`src/rtl/audio_pkg.sv`:
```
// ----------------------------------------------------------------------------
// audio_pkg
// Shared definitions for the audio output path: default sample width, gain
// format, the DAC writer state type and the soft-mute gain step helper.
// ----------------------------------------------------------------------------
package audio_pkg;

  localparam int unsigned DATA_W = 32;

  // Gain is 9-bit unsigned, 0..256, where 256 means unity.
  localparam int unsigned GAIN_W = 9;
  localparam logic [GAIN_W-1:0] GAIN_UNITY = 9'd256;

  typedef enum logic {
    PRIME,
    RUN
  } dac_state_t;

  // One step of the soft-mute ramp toward silence (mute=1) or unity (mute=0).
  function automatic logic [GAIN_W-1:0] gain_step(input logic [GAIN_W-1:0] gain,
                                                  input logic mute);
    logic [GAIN_W-1:0] next;
    next = gain;
    if (mute) begin
      if (gain != '0) next = gain - 1'b1;
    end else begin
      if (gain < GAIN_UNITY) next = gain + 1'b1;
    end
    return next;
  endfunction

endpackage

```
`src/rtl/audio_sample_fifo.sv`:
```
// ----------------------------------------------------------------------------
// audio_sample_fifo
// Synchronous FIFO holding packed stereo frames. The head entry is presented
// combinationally on o_rdata so the caller can consume it in the pop cycle.
// Pointers carry one extra wrap bit so full and empty can be told apart.
//
// Ports:
//   sample_clk  in   clock, rising edge
//   resetn      in   asynchronous active-low reset of the pointers
//   i_push      in   write i_wdata this cycle (caller guarantees room)
//   i_pop       in   advance the read pointer (caller guarantees not empty)
//   i_wdata     in   frame to store
//   o_rdata     out  frame at the head of the FIFO
//   o_level     out  number of frames stored
//   o_full      out  level equals DEPTH
//   o_empty     out  level equals 0
// ----------------------------------------------------------------------------
module audio_sample_fifo #(
  parameter int unsigned DEPTH = 16,
  parameter int unsigned WIDTH = 64
) (
  input  logic                     sample_clk,
  input  logic                     resetn,
  input  logic                     i_push,
  input  logic                     i_pop,
  input  logic [WIDTH-1:0]         i_wdata,
  output logic [WIDTH-1:0]         o_rdata,
  output logic [$clog2(DEPTH):0]   o_level,
  output logic                     o_full,
  output logic                     o_empty
);

  localparam int unsigned AW = $clog2(DEPTH);

  logic [AW:0]      r_wptr;
  logic [AW:0]      r_rptr;
  logic [WIDTH-1:0] r_mem [DEPTH];

  always_ff @(posedge sample_clk or negedge resetn) begin
    if (!resetn) begin
      r_wptr <= '0;
      r_rptr <= '0;
    end else begin
      if (i_push) r_wptr <= r_wptr + 1'b1;
      if (i_pop)  r_rptr <= r_rptr + 1'b1;
    end
  end

  // Storage is not reset; stale contents are unreachable once pointers clear.
  always_ff @(posedge sample_clk) begin
    if (i_push) r_mem[r_wptr[AW-1:0]] <= i_wdata;
  end

  assign o_rdata = r_mem[r_rptr[AW-1:0]];
  assign o_level = r_wptr - r_rptr;
  assign o_empty = (r_wptr == r_rptr);
  assign o_full  = (r_wptr[AW] != r_rptr[AW]) && (r_wptr[AW-1:0] == r_rptr[AW-1:0]);

endmodule

```
`src/rtl/audio_dac_writer.sv`:
```
// ----------------------------------------------------------------------------
// audio_dac_writer
// Output sink of the effect chain. Buffers stereo frames, drains them into
// the codec DAC write port when audio_out_allowed is high, applies a
// soft-mute gain ramp (one step per written frame) and counts overflow and
// underrun events.
//
// Ports:
//   sample_clk               in   clock, rising edge
//   resetn                   in   asynchronous active-low reset
//   in_valid                 in   new stereo frame present
//   in_left, in_right        in   signed input samples
//   mute                     in   1 = ramp to silence, 0 = ramp to unity
//   audio_out_allowed        in   codec can take a frame this cycle
//   write_audio_out          out  one-cycle write strobe to the codec
//   left/right_channel_audio_out out scaled frame, valid with the strobe
//   fifo_level               out  frames currently buffered
//   overflow_cnt             out  dropped input frames, saturating
//   underrun_cnt             out  underrun events, saturating
//   muted                    out  gain has been 0 (lags gain by one edge)
// ----------------------------------------------------------------------------
module audio_dac_writer
  import audio_pkg::*;
#(
  parameter int unsigned DEPTH  = 16,
  parameter int unsigned DATA_W = audio_pkg::DATA_W
) (
  input  logic                   sample_clk,
  input  logic                   resetn,
  input  logic                   in_valid,
  input  logic [DATA_W-1:0]      in_left,
  input  logic [DATA_W-1:0]      in_right,
  input  logic                   mute,
  input  logic                   audio_out_allowed,
  output logic                   write_audio_out,
  output logic [DATA_W-1:0]      left_channel_audio_out,
  output logic [DATA_W-1:0]      right_channel_audio_out,
  output logic [$clog2(DEPTH):0] fifo_level,
  output logic [15:0]            overflow_cnt,
  output logic [15:0]            underrun_cnt,
  output logic                   muted
);

  localparam int unsigned LVL_W  = $clog2(DEPTH) + 1;
  localparam int unsigned PROD_W = DATA_W + 10;
  localparam logic [LVL_W-1:0] HALF_LEVEL = LVL_W'(DEPTH / 2);

  dac_state_t r_state;
  dac_state_t w_state_next;

  logic                w_pop;
  logic                w_push;
  logic                w_underrun;
  logic                w_overflow;
  logic                w_full;
  logic                w_empty;
  logic [LVL_W-1:0]    w_level;
  logic [2*DATA_W-1:0] w_head;

  logic [GAIN_W-1:0]   r_gain;
  logic                r_muted;
  logic                r_write;
  logic [DATA_W-1:0]   r_left;
  logic [DATA_W-1:0]   r_right;
  logic [15:0]         r_overflow_cnt;
  logic [15:0]         r_underrun_cnt;

  logic [PROD_W-1:0]   w_samp_l;
  logic [PROD_W-1:0]   w_samp_r;
  logic [PROD_W-1:0]   w_gain_ext;
  logic [PROD_W-1:0]   w_prod_l;
  logic [PROD_W-1:0]   w_prod_r;

  // ---------------------------------------------------------------- FIFO
  audio_sample_fifo #(
    .DEPTH (DEPTH),
    .WIDTH (2 * DATA_W)
  ) u_fifo (
    .sample_clk (sample_clk),
    .resetn     (resetn),
    .i_push     (w_push),
    .i_pop      (w_pop),
    .i_wdata    ({in_left, in_right}),
    .o_rdata    (w_head),
    .o_level    (w_level),
    .o_full     (w_full),
    .o_empty    (w_empty)
  );

  // A full FIFO still accepts a frame when the head leaves in the same cycle.
  assign w_push     = in_valid && (!w_full || w_pop);
  assign w_overflow = in_valid && w_full && !w_pop;

  // ---------------------------------------------------------------- FSM
  always_ff @(posedge sample_clk or negedge resetn) begin
    if (!resetn) r_state <= PRIME;
    else         r_state <= w_state_next;
  end

  always_comb begin
    w_state_next = r_state;
    w_pop        = 1'b0;
    w_underrun   = 1'b0;
    unique case (r_state)
      PRIME: begin
        if (w_level >= HALF_LEVEL) w_state_next = RUN;
      end
      RUN: begin
        if (audio_out_allowed) begin
          if (!w_empty) begin
            w_pop = 1'b1;
          end else begin
            // Leaving RUN makes this a single event rather than one per cycle.
            w_underrun   = 1'b1;
            w_state_next = PRIME;
          end
        end
      end
      default: w_state_next = PRIME;
    endcase
  end

  // ---------------------------------------------------------------- scaling
  // Equal-width operands: the low PROD_W bits of the product are the same
  // for signed and unsigned interpretation, so a plain multiply suffices.
  assign w_samp_l   = {{10{w_head[2*DATA_W-1]}}, w_head[2*DATA_W-1:DATA_W]};
  assign w_samp_r   = {{10{w_head[DATA_W-1]}}, w_head[DATA_W-1:0]};
  assign w_gain_ext = {{(PROD_W - GAIN_W){1'b0}}, r_gain};
  assign w_prod_l   = w_samp_l * w_gain_ext;
  assign w_prod_r   = w_samp_r * w_gain_ext;

  // ---------------------------------------------------------------- datapath
  always_ff @(posedge sample_clk or negedge resetn) begin
    if (!resetn) begin
      r_write <= 1'b0;
      r_left  <= '0;
      r_right <= '0;
      r_gain  <= '0;
      r_muted <= 1'b1;
    end else begin
      r_write <= w_pop;
      r_muted <= (r_gain == '0);
      if (w_pop) begin
        // Arithmetic >>> 8, keeping the low DATA_W bits.
        r_left  <= w_prod_l[DATA_W+7:8];
        r_right <= w_prod_r[DATA_W+7:8];
        r_gain  <= gain_step(r_gain, mute);
      end
    end
  end

  // ---------------------------------------------------------------- counters
  always_ff @(posedge sample_clk or negedge resetn) begin
    if (!resetn) begin
      r_overflow_cnt <= '0;
      r_underrun_cnt <= '0;
    end else begin
      if (w_overflow && (r_overflow_cnt != 16'hFFFF)) r_overflow_cnt <= r_overflow_cnt + 1'b1;
      if (w_underrun && (r_underrun_cnt != 16'hFFFF)) r_underrun_cnt <= r_underrun_cnt + 1'b1;
    end
  end

  assign write_audio_out         = r_write;
  assign left_channel_audio_out  = r_left;
  assign right_channel_audio_out = r_right;
  assign fifo_level              = w_level;
  assign overflow_cnt            = r_overflow_cnt;
  assign underrun_cnt            = r_underrun_cnt;
  assign muted                   = r_muted;

endmodule

```
`config.mk`:
```
export PLATFORM = sky130hd
export DESIGN_NAME = audio_dac_writer
export DESIGN_NICKNAME = d
export VERILOG_FILES = /design/src/rtl/audio_pkg.sv /design/src/rtl/audio_sample_fifo.sv /design/src/rtl/audio_dac_writer.sv
export SDC_FILE = /design/constraint.sdc
export NUM_CORES = 2
export LEC_CHECK = 0
export ABC_CLOCK_PERIOD_IN_PS = 10500
export BUFFER_PORTS_ARGS = -buffer_cell sky130_fd_sc_hd__buf_4
export CAP_MARGIN = 0
export CORE_ASPECT_RATIO = 0.5
export CORE_MARGIN = 2
export CORE_UTILIZATION = 49
export CTS_BUF_LIST = sky130_fd_sc_hd__clkbuf_4 sky130_fd_sc_hd__clkbuf_8
export DETAILED_ROUTE_END_ITERATION = 8
export HOLD_SLACK_MARGIN = 0.03
export MAX_ROUTING_LAYER = met4
export PLACE_DENSITY_LB_ADDON = 0.2
export SYNTH_ARGS = -nofsm -noshare
export SYNTH_HDL_FRONTEND = slang
export SYNTH_SLANG_ARGS = --single-unit
```
`constraint.sdc`:
```
create_clock -name sample_clk -period 10.5 [get_ports sample_clk]
set_input_delay 2.1 -clock sample_clk [delete_from_list [all_inputs] [get_ports sample_clk]]
set_output_delay 2.1 -clock sample_clk [all_outputs]
set_load 0.005 [all_outputs]
```
== Word level (Yosys, flattened, before mapping) ==
Memories as Yosys holds them, arrays and structs flattened.
Index checks and enable logic that the tools add are counted.
Word-level totals
  bits in writable memories: 1024
  memories kept: 1
  output and inout bits: 103
  register bits after elaboration: 118
  bits of input ports: 69
Memories
  u_fifo.r_mem: words 16, bits a word 64, rd ports 1, clocked after memory_dff 0, write ports 1, RTL line audio_sample_fifo.sv:37  | logic [WIDTH-1:0] r_mem [DEPTH];
Cells by class
  multiply operators: 2
  muxes and demuxes: 14
  equal/unequal tests: 6
  reductions and logical operators: 13
  bitwise operators: 1
  order comparisons: 2
  add/subtract/negate cells: 7
Operator list (count)
  multiplier 32 x 10 -> 40 bit: 2
  adder 16 x 1 -> 16 bit, second input constant: 2
  != test 16 bit, second input constant: 2
  two-way mux 9 bit: 3
  adder 5 x 1 -> 5 bit, second input constant: 2
  two-way mux 1 bit: 10
  adder 9 x 1 -> 9 bit, second input constant: 1
  logical NOT 9 bit: 1
  < comparator 9 bit, second input constant: 1
  nonzero test 9 bit: 1
  subtractor 9 x 1 -> 9 bit, second input constant: 1
  logical AND 1 bit: 6
  == test 5 bit: 1
  greater-or-equal comparator 5 x 4 -> 1 bit, second input constant: 1
  subtractor 5 bit: 1
  == test 4 bit: 1
  AND reduction 3 bit: 1
  logical NOT 1 bit: 2
  != test 2 x 1 -> 1 bit, second input constant: 1
  one-hot mux 1 bit (2 select lines): 1
  nonzero test 2 bit: 1
  logical OR 1 bit: 1
  != test 1 bit: 1
  inverter 1 bit: 1

== Longest topological paths before layout ==
  word-level depth: 8
  gate-level depth with buffers: 30

== Cells and area by module ==
Synthesis repeated with hierarchy kept, for this count alone.
Second synthesis, totals
  cell total of the unflattened synthesis: 4177
  area, all modules: 61828.0 um^2
By module, submodules not included
  audio_sample_fifo: seq. area each 30999.7 um^2, area an instance 38862.3 um^2, times used 1, cells an instance 1641
  audio_dac_writer: seq. area each 2703.8 um^2, area an instance 22965.8 um^2, times used 1, cells an instance 2536

== Least setup slack after synthesis ==
No wires, ideal clock.
  kind: reg-to-reg
  start: register u_fifo.r_rptr[0]
  end: register r_right[27] (netlist: right_channel_audio_out[27])
  library setup time: 126 ps
  path slack: 2304 ps
  buffers on the path: 5
  arrival: 8069 ps
  data required time: 10374 ps
  period minus slack after synthesis: 8196 ps
  stages on the path, launching flop included: 28
  path through: dfrtp_1 buf_4 buf_4 buf_2 buf_2 buf_1 mux4_2 mux4_2 and2_1 fa_1 inv_1 fa_1 inv_1 fa_1 fa_1 fa_1 ha_1 nand4_1 nor2_1 a21oi_1 a2111oi_0 a21oi_2 a211oi_2 nor3_4 o21bai_2 a31oi_2 o2111a_1 a221o_1
Between the ends
  cells in the longest elaborated chain, start to end: 4
  elaborated cells on any way between the ends: 6
Ends and longest elaborated chain
  from (decl): RTL line audio_sample_fifo.sv:36  | logic [AW:0] r_rptr;
  from (signal assigned): RTL line audio_sample_fifo.sv:45  | if (i_pop) r_rptr <= r_rptr + 1'b1;
  parallel branches: the longest is 4 deep, another holds memory (16 x 64 bit)
  to (signal assigned): RTL line audio_dac_writer.sv:146  | r_right <= w_prod_r[DATA_W+7:8];
  to (decl): RTL line audio_dac_writer.sv:64  | logic [DATA_W-1:0] r_right;
Parallel ways; which one is timed is not known.
A chain may end at the register's enable or synchronous reset.

== Worst setup path after layout ==
  start: register u_fifo.r_rptr[0]
  end: register r_left[30] (netlist: left_channel_audio_out[30])
Between the ends
  cells in the longest elaborated chain, start to end: 4
  elaborated cells on any way between the ends: 6
Ends and longest elaborated chain
  parallel branches: the longest is 4 deep, another holds memory (16 x 64 bit)
  to (signal assigned): RTL line audio_dac_writer.sv:145  | r_left <= w_prod_l[DATA_W+7:8];
  to (decl): RTL line audio_dac_writer.sv:63  | logic [DATA_W-1:0] r_left;
Parallel ways; which one is timed is not known.

==> qor.log <==
INFO  grt            grt_start_max_net_pins=73
INFO  synthesis      synth_top_cell_by_area=sky130_fd_sc_hd__edfxtp_1
INFO  sta            shortest_period_the_worst_path_allows=8.62ns
INFO  floorplan      die_area=0.129mm²
INFO  detailed_routing postRouteAntennaNets=0
INFO  critical_path  slack_of_the_worst_reg_to_reg_path=1.88ns
INFO  detailed_routing drc_errors=0
INFO  floorplan      dieHeight=255µm
INFO  sta            drv_slew=0
INFO  critical_path  critical_path.n_buffers_inverters=4
INFO  detailed_routing wl_per_cell=25.1µm
INFO  detailed_routing dr_total_vias=34,100
INFO  critical_path  crit_path_max_delay_family=adder cells
INFO  sta            final.period_utilization=82.1%
INFO  sta            max-slew-margin-rel=26.5%
INFO  synthesis      synth_area_leaders=sky130_fd_sc_hd__edfxtp_1, sky130_fd_sc_hd__fa_1, sky130_fd_sc_hd__mux4_2
INFO  clock_tree     cts-root-buf=sky130_fd_sc_hd__clkbuf_8
INFO  sta            totalNegativeSetupSlack=0ns
INFO  sta            finalHoldViolCount=0
INFO  floorplan      pin_count=172
INFO  critical_path  timing.reg2reg.worst_path_depth=24
INFO  min_path       min-delay-path-class=reg -> reg
INFO  clock_tree     worst_skew_pair.late_latency=0.89ns
INFO  min_path       min_to=left_channel_audio_out[12]$_DFFE_PN0P_
INFO  placement      routabilityCongestion=0.877
INFO  floorplan      start_util=49.7%
INFO  clock_tree     count_of_h_tree_levels_built_during_cts=4
INFO  cells_and_area finish.net_count=4,930
INFO  min_path       worstHoldPathCells=2
INFO  clock_tree     cts_buffers=160
INFO  detailed_routing total_iterations_of_the_first_detailed_routing_run=8
INFO  clock_tree     clk_pin_slew_worst_paths=0.07ns
INFO  placement      io_port_bufs=171
INFO  floorplan      placement_rows=91
INFO  synthesis      synth.distinct_cells=68
INFO  synthesis      postSynth.topFlopCell=sky130_fd_sc_hd__edfxtp_1
INFO  critical_path  worst-setup-path-type=reg -> reg
INFO  clock_tree     post_cts_buffers=0
INFO  synthesis      synth_edf_count=1,024
INFO  critical_path  crit_required=11.25ns
INFO  synthesis      synth.top_cell.area_share=49.8%
INFO  clock_tree     tritoncts=built
INFO  run_status     run_status=finished, final reports clean
INFO  grt            total_routing_usage_gr=24.7%
INFO  flow_run       maxCapViolCount=0
INFO  critical_path  critPathCaptureType=flop
INFO  floorplan      core_region_area=0.124mm²
INFO  critical_path  rr_startpoint=u_fifo.r_rptr[0]$_DFFE_PN0P_
INFO  critical_path  timing.critical_path.cells=buf_4 > mux4_2 > mux4_2 > nand2_1 > fa_1 > inv_1 > fa_1 > fa_1 > fa_1 > inv_1 > fa_1 > inv_1 > ha_1 > and3_1 > and3_1 > and2_1 > o2111ai_1 > a211oi_1 > o21ai_1 > a211oi_1 > o21ai_1 > a21boi_1 > o21ai_0 > a31o_1
INFO  sta            worstMarginPinSlew=1.10ns
INFO  synthesis      syn_area=0.0617mm²
INFO  cells_and_area layout.cells.non_filler=6,029
INFO  sta            fin_skew=0.0510ns
INFO  detailed_routing initialDrtViolationCount=3,100
INFO  synthesis      synth.yosys.seq_area_share=54.6%
INFO  critical_path  timing.critical_path.slowest_cell_delay=0.88ns
INFO  synthesis      postSynthNetCount=4,702
INFO  critical_path  r2r-end=left_channel_audio_out[30]$_DFFE_PN0P_
INFO  critical_path  cp-start-kind=flop
INFO  clock_tree     cts.hold.buffers_added=0
INFO  critical_path  worst-endpoint-arrival=9.37ns
INFO  sta            setup_viol=0
INFO  cells_and_area layout-drive-gt1-share=19.3%
INFO  floorplan      die_w=506µm
INFO  sta            rsz0062_at_grt=false
INFO  min_path       hold_path_startpoint=left_channel_audio_out[12]$_DFFE_PN0P_
INFO  critical_path  cp_max_fo=31
INFO  grt            gr-total-overflow=0
INFO  clock_tree     cts.repair.resized=0
INFO  critical_path  crit_top_cell=sky130_fd_sc_hd__fa_1
INFO  grt            grt_pass1_wl=228mm
INFO  synthesis      synth_cells=3,997
INFO  cells_and_area synthToLayoutAreaGrowth=10.6%
INFO  synthesis      ys_async_sr_fraction=10.3%
INFO  cells_and_area fillerInstances=9,882
INFO  detailed_routing totalWireLength=151mm
INFO  critical_path  cpMaxStageDelayCell=sky130_fd_sc_hd__dfrtp_4
INFO  grt            initial_antenna_violation_count=13
INFO  clock_tree     cts_buffer_depth=3
INFO  clock_tree     tritoncts_num_sinks=1,142
INFO  synthesis      syn_area_per_cell=15.4µm²
INFO  grt            vias_in_the_first_global_route=35,900
INFO  synthesis      yosysWarningCount=0
INFO  sta            maxClockFrequency=0.116GHz
INFO  synthesis      synth-seq-cells=1,142
INFO  detailed_routing post_drt_via_cell_ratio=5.65
INFO  placement      place_hpwl=96.4mm
INFO  placement      placedCellCount=5,737
[flip-flops by register name, summed over array words and instances (netlist names)]
| register | flops |
|---|---|
| r_gain | 9 |
| muted | 1 |
| right_channel_audio_out | 32 |
| u_fifo.r_mem | 1024 |
| underrun_cnt | 16 |
| overflow_cnt | 16 |
| left_channel_audio_out | 32 |
| u_fifo.r_wptr | 5 |
| write_audio_out | 1 |
| u_fifo.r_rptr | 5 |
| r_state | 1 |
[cells by family (layout without fill, tap and decap cells)]
| group | Yosys count | after routing | synth area share, % |
|---|---|---|---|
| other | 0 | 5 | 0 |
| muxes | 328 | 328 | 11.7 |
| AOI/OAI and AO/OA | 263 | 263 | 2.76 |
| buffers and inverters | 668 | 1021 | 4.10 |
| adders and majority gates | 636 | 636 | 18.4 |
| xor gates and xnor gates | 123 | 123 | 1.75 |
| DFF | 1142 | 1142 | 54.6 |
| and+or+nand+nor | 837 | 837 | 6.61 |
[cell usage after synthesis (all sizes together) (12+ instances only)]
cell type / n
edfxtp: 1024
inv: 513
fa: 454
nand2: 416
mux4: 315
and2: 291
ha: 182
clkbuf: 121
dfrtp: 117
o21ai: 88
xnor2: 82
a21oi: 55
xor2: 41
nor2: 39
a21o: 38
buf: 34
nand4: 21
nand3: 19
o21bai: 16
nor3: 12
[through the flow]
stage	utilization (%)	hold WS, ns	setup WS, ns	area [µm²]
6_report	55.0	0.477	1.88	68200
5_1_grt	55.0	0.512	1.34	68200
4_1_cts	55.0	0.486	1.75	68200
3_5_place_dp	52.4	0.472	1.79	65000
3_3_place_gp	52.4	0.462	1.85	65000
2_1_floorplan	-	0.427	2.30	61700
[worst max path at each step]
stage / endpoint / slack (ns) / cells after the start / from
finish: left_channel_audio_out[30]$_DFFE_PN0P_ / 1.88 / 24 / u_fifo.r_rptr[0]$_DFFE_PN0P_
global route: left_channel_audio_out[30]$_DFFE_PN0P_ / 1.34 / 24 / u_fifo.r_rptr[0]$_DFFE_PN0P_
CTS: left_channel_audio_out[31]$_DFFE_PN0P_ / 1.75 / 24 / u_fifo.r_rptr[0]$_DFFE_PN0P_
detailed placement: left_channel_audio_out[31]$_DFFE_PN0P_ / 1.79 / 24 / u_fifo.r_rptr[0]$_DFFE_PN0P_
global placement: left_channel_audio_out[31]$_DFFE_PN0P_ / 1.85 / 24 / u_fifo.r_rptr[0]$_DFFE_PN0P_
floorplan: right_channel_audio_out[27]$_DFFE_PN0P_ / 2.30 / 27 / u_fifo.r_rptr[0]$_DFFE_PN0P_
[layer usage]
metal | wire length, µm | track usage (%)
met3 | 12100 | 5.31
met4 | 2580 | 5.52
met1 | 66800 | 35.0
met5 | 0 | -
met2 | 69800 | 37.0
[layout by cell type (no fill, tap or decap), types with 11 or more instances in the layout]
cell type,count
sky130_fd_sc_hd__edfxtp_1,1024
sky130_fd_sc_hd__inv_1,512
sky130_fd_sc_hd__fa_1,454
sky130_fd_sc_hd__nand2_1,416
sky130_fd_sc_hd__mux4_2,315
sky130_fd_sc_hd__and2_1,275
sky130_fd_sc_hd__buf_4,213
sky130_fd_sc_hd__ha_1,182
sky130_fd_sc_hd__clkbuf_8,168
sky130_fd_sc_hd__dfrtp_1,105
sky130_fd_sc_hd__xnor2_1,82
sky130_fd_sc_hd__o21ai_0,71
sky130_fd_sc_hd__a21oi_1,54
sky130_fd_sc_hd__clkbuf_4,52
sky130_fd_sc_hd__xor2_1,41
sky130_fd_sc_hd__nor2_1,39
sky130_fd_sc_hd__a21o_1,38
sky130_fd_sc_hd__clkinv_1,34
sky130_fd_sc_hd__nand4_1,21
sky130_fd_sc_hd__nand3_1,18
sky130_fd_sc_hd__o21ai_1,17
sky130_fd_sc_hd__and2_4,16
sky130_fd_sc_hd__o21bai_1,15
sky130_fd_sc_hd__clkinv_2,13
sky130_fd_sc_hd__and3_1,11
sky130_fd_sc_hd__nor3_1,11
sky130_fd_sc_hd__o21a_1,11
[tightest hold or removal path: stages, from the launching register on]
cell	delay, ns
sky130_fd_sc_hd__dfrtp_1	0.34
sky130_fd_sc_hd__nand2_1	0.05
sky130_fd_sc_hd__o21ai_0	0.06
[layout make-up]
| type | instances | area, µm² | area share (%) |
|---|---|---|---|
| Clock inverter | 67 | 520 | 0.763 |
| Clock buffer | 220 | 2700 | 3.96 |
| Sequential cell | 1142 | 33700 | 49.4 |
| Inverter | 513 | 1930 | 2.83 |
| Tap cell | 1674 | 2090 | 3.07 |
| Antenna cell | 5 | 12.5 | 0.0183 |
| Multi-Input combinational cell | 2187 | 25500 | 37.4 |
| Timing Repair Buffer | 221 | 1750 | 2.56 |
Power is left out: the tool's default activity adds up to more than one toggle a clock period on the data nets, which glitch-free logic cannot reach.
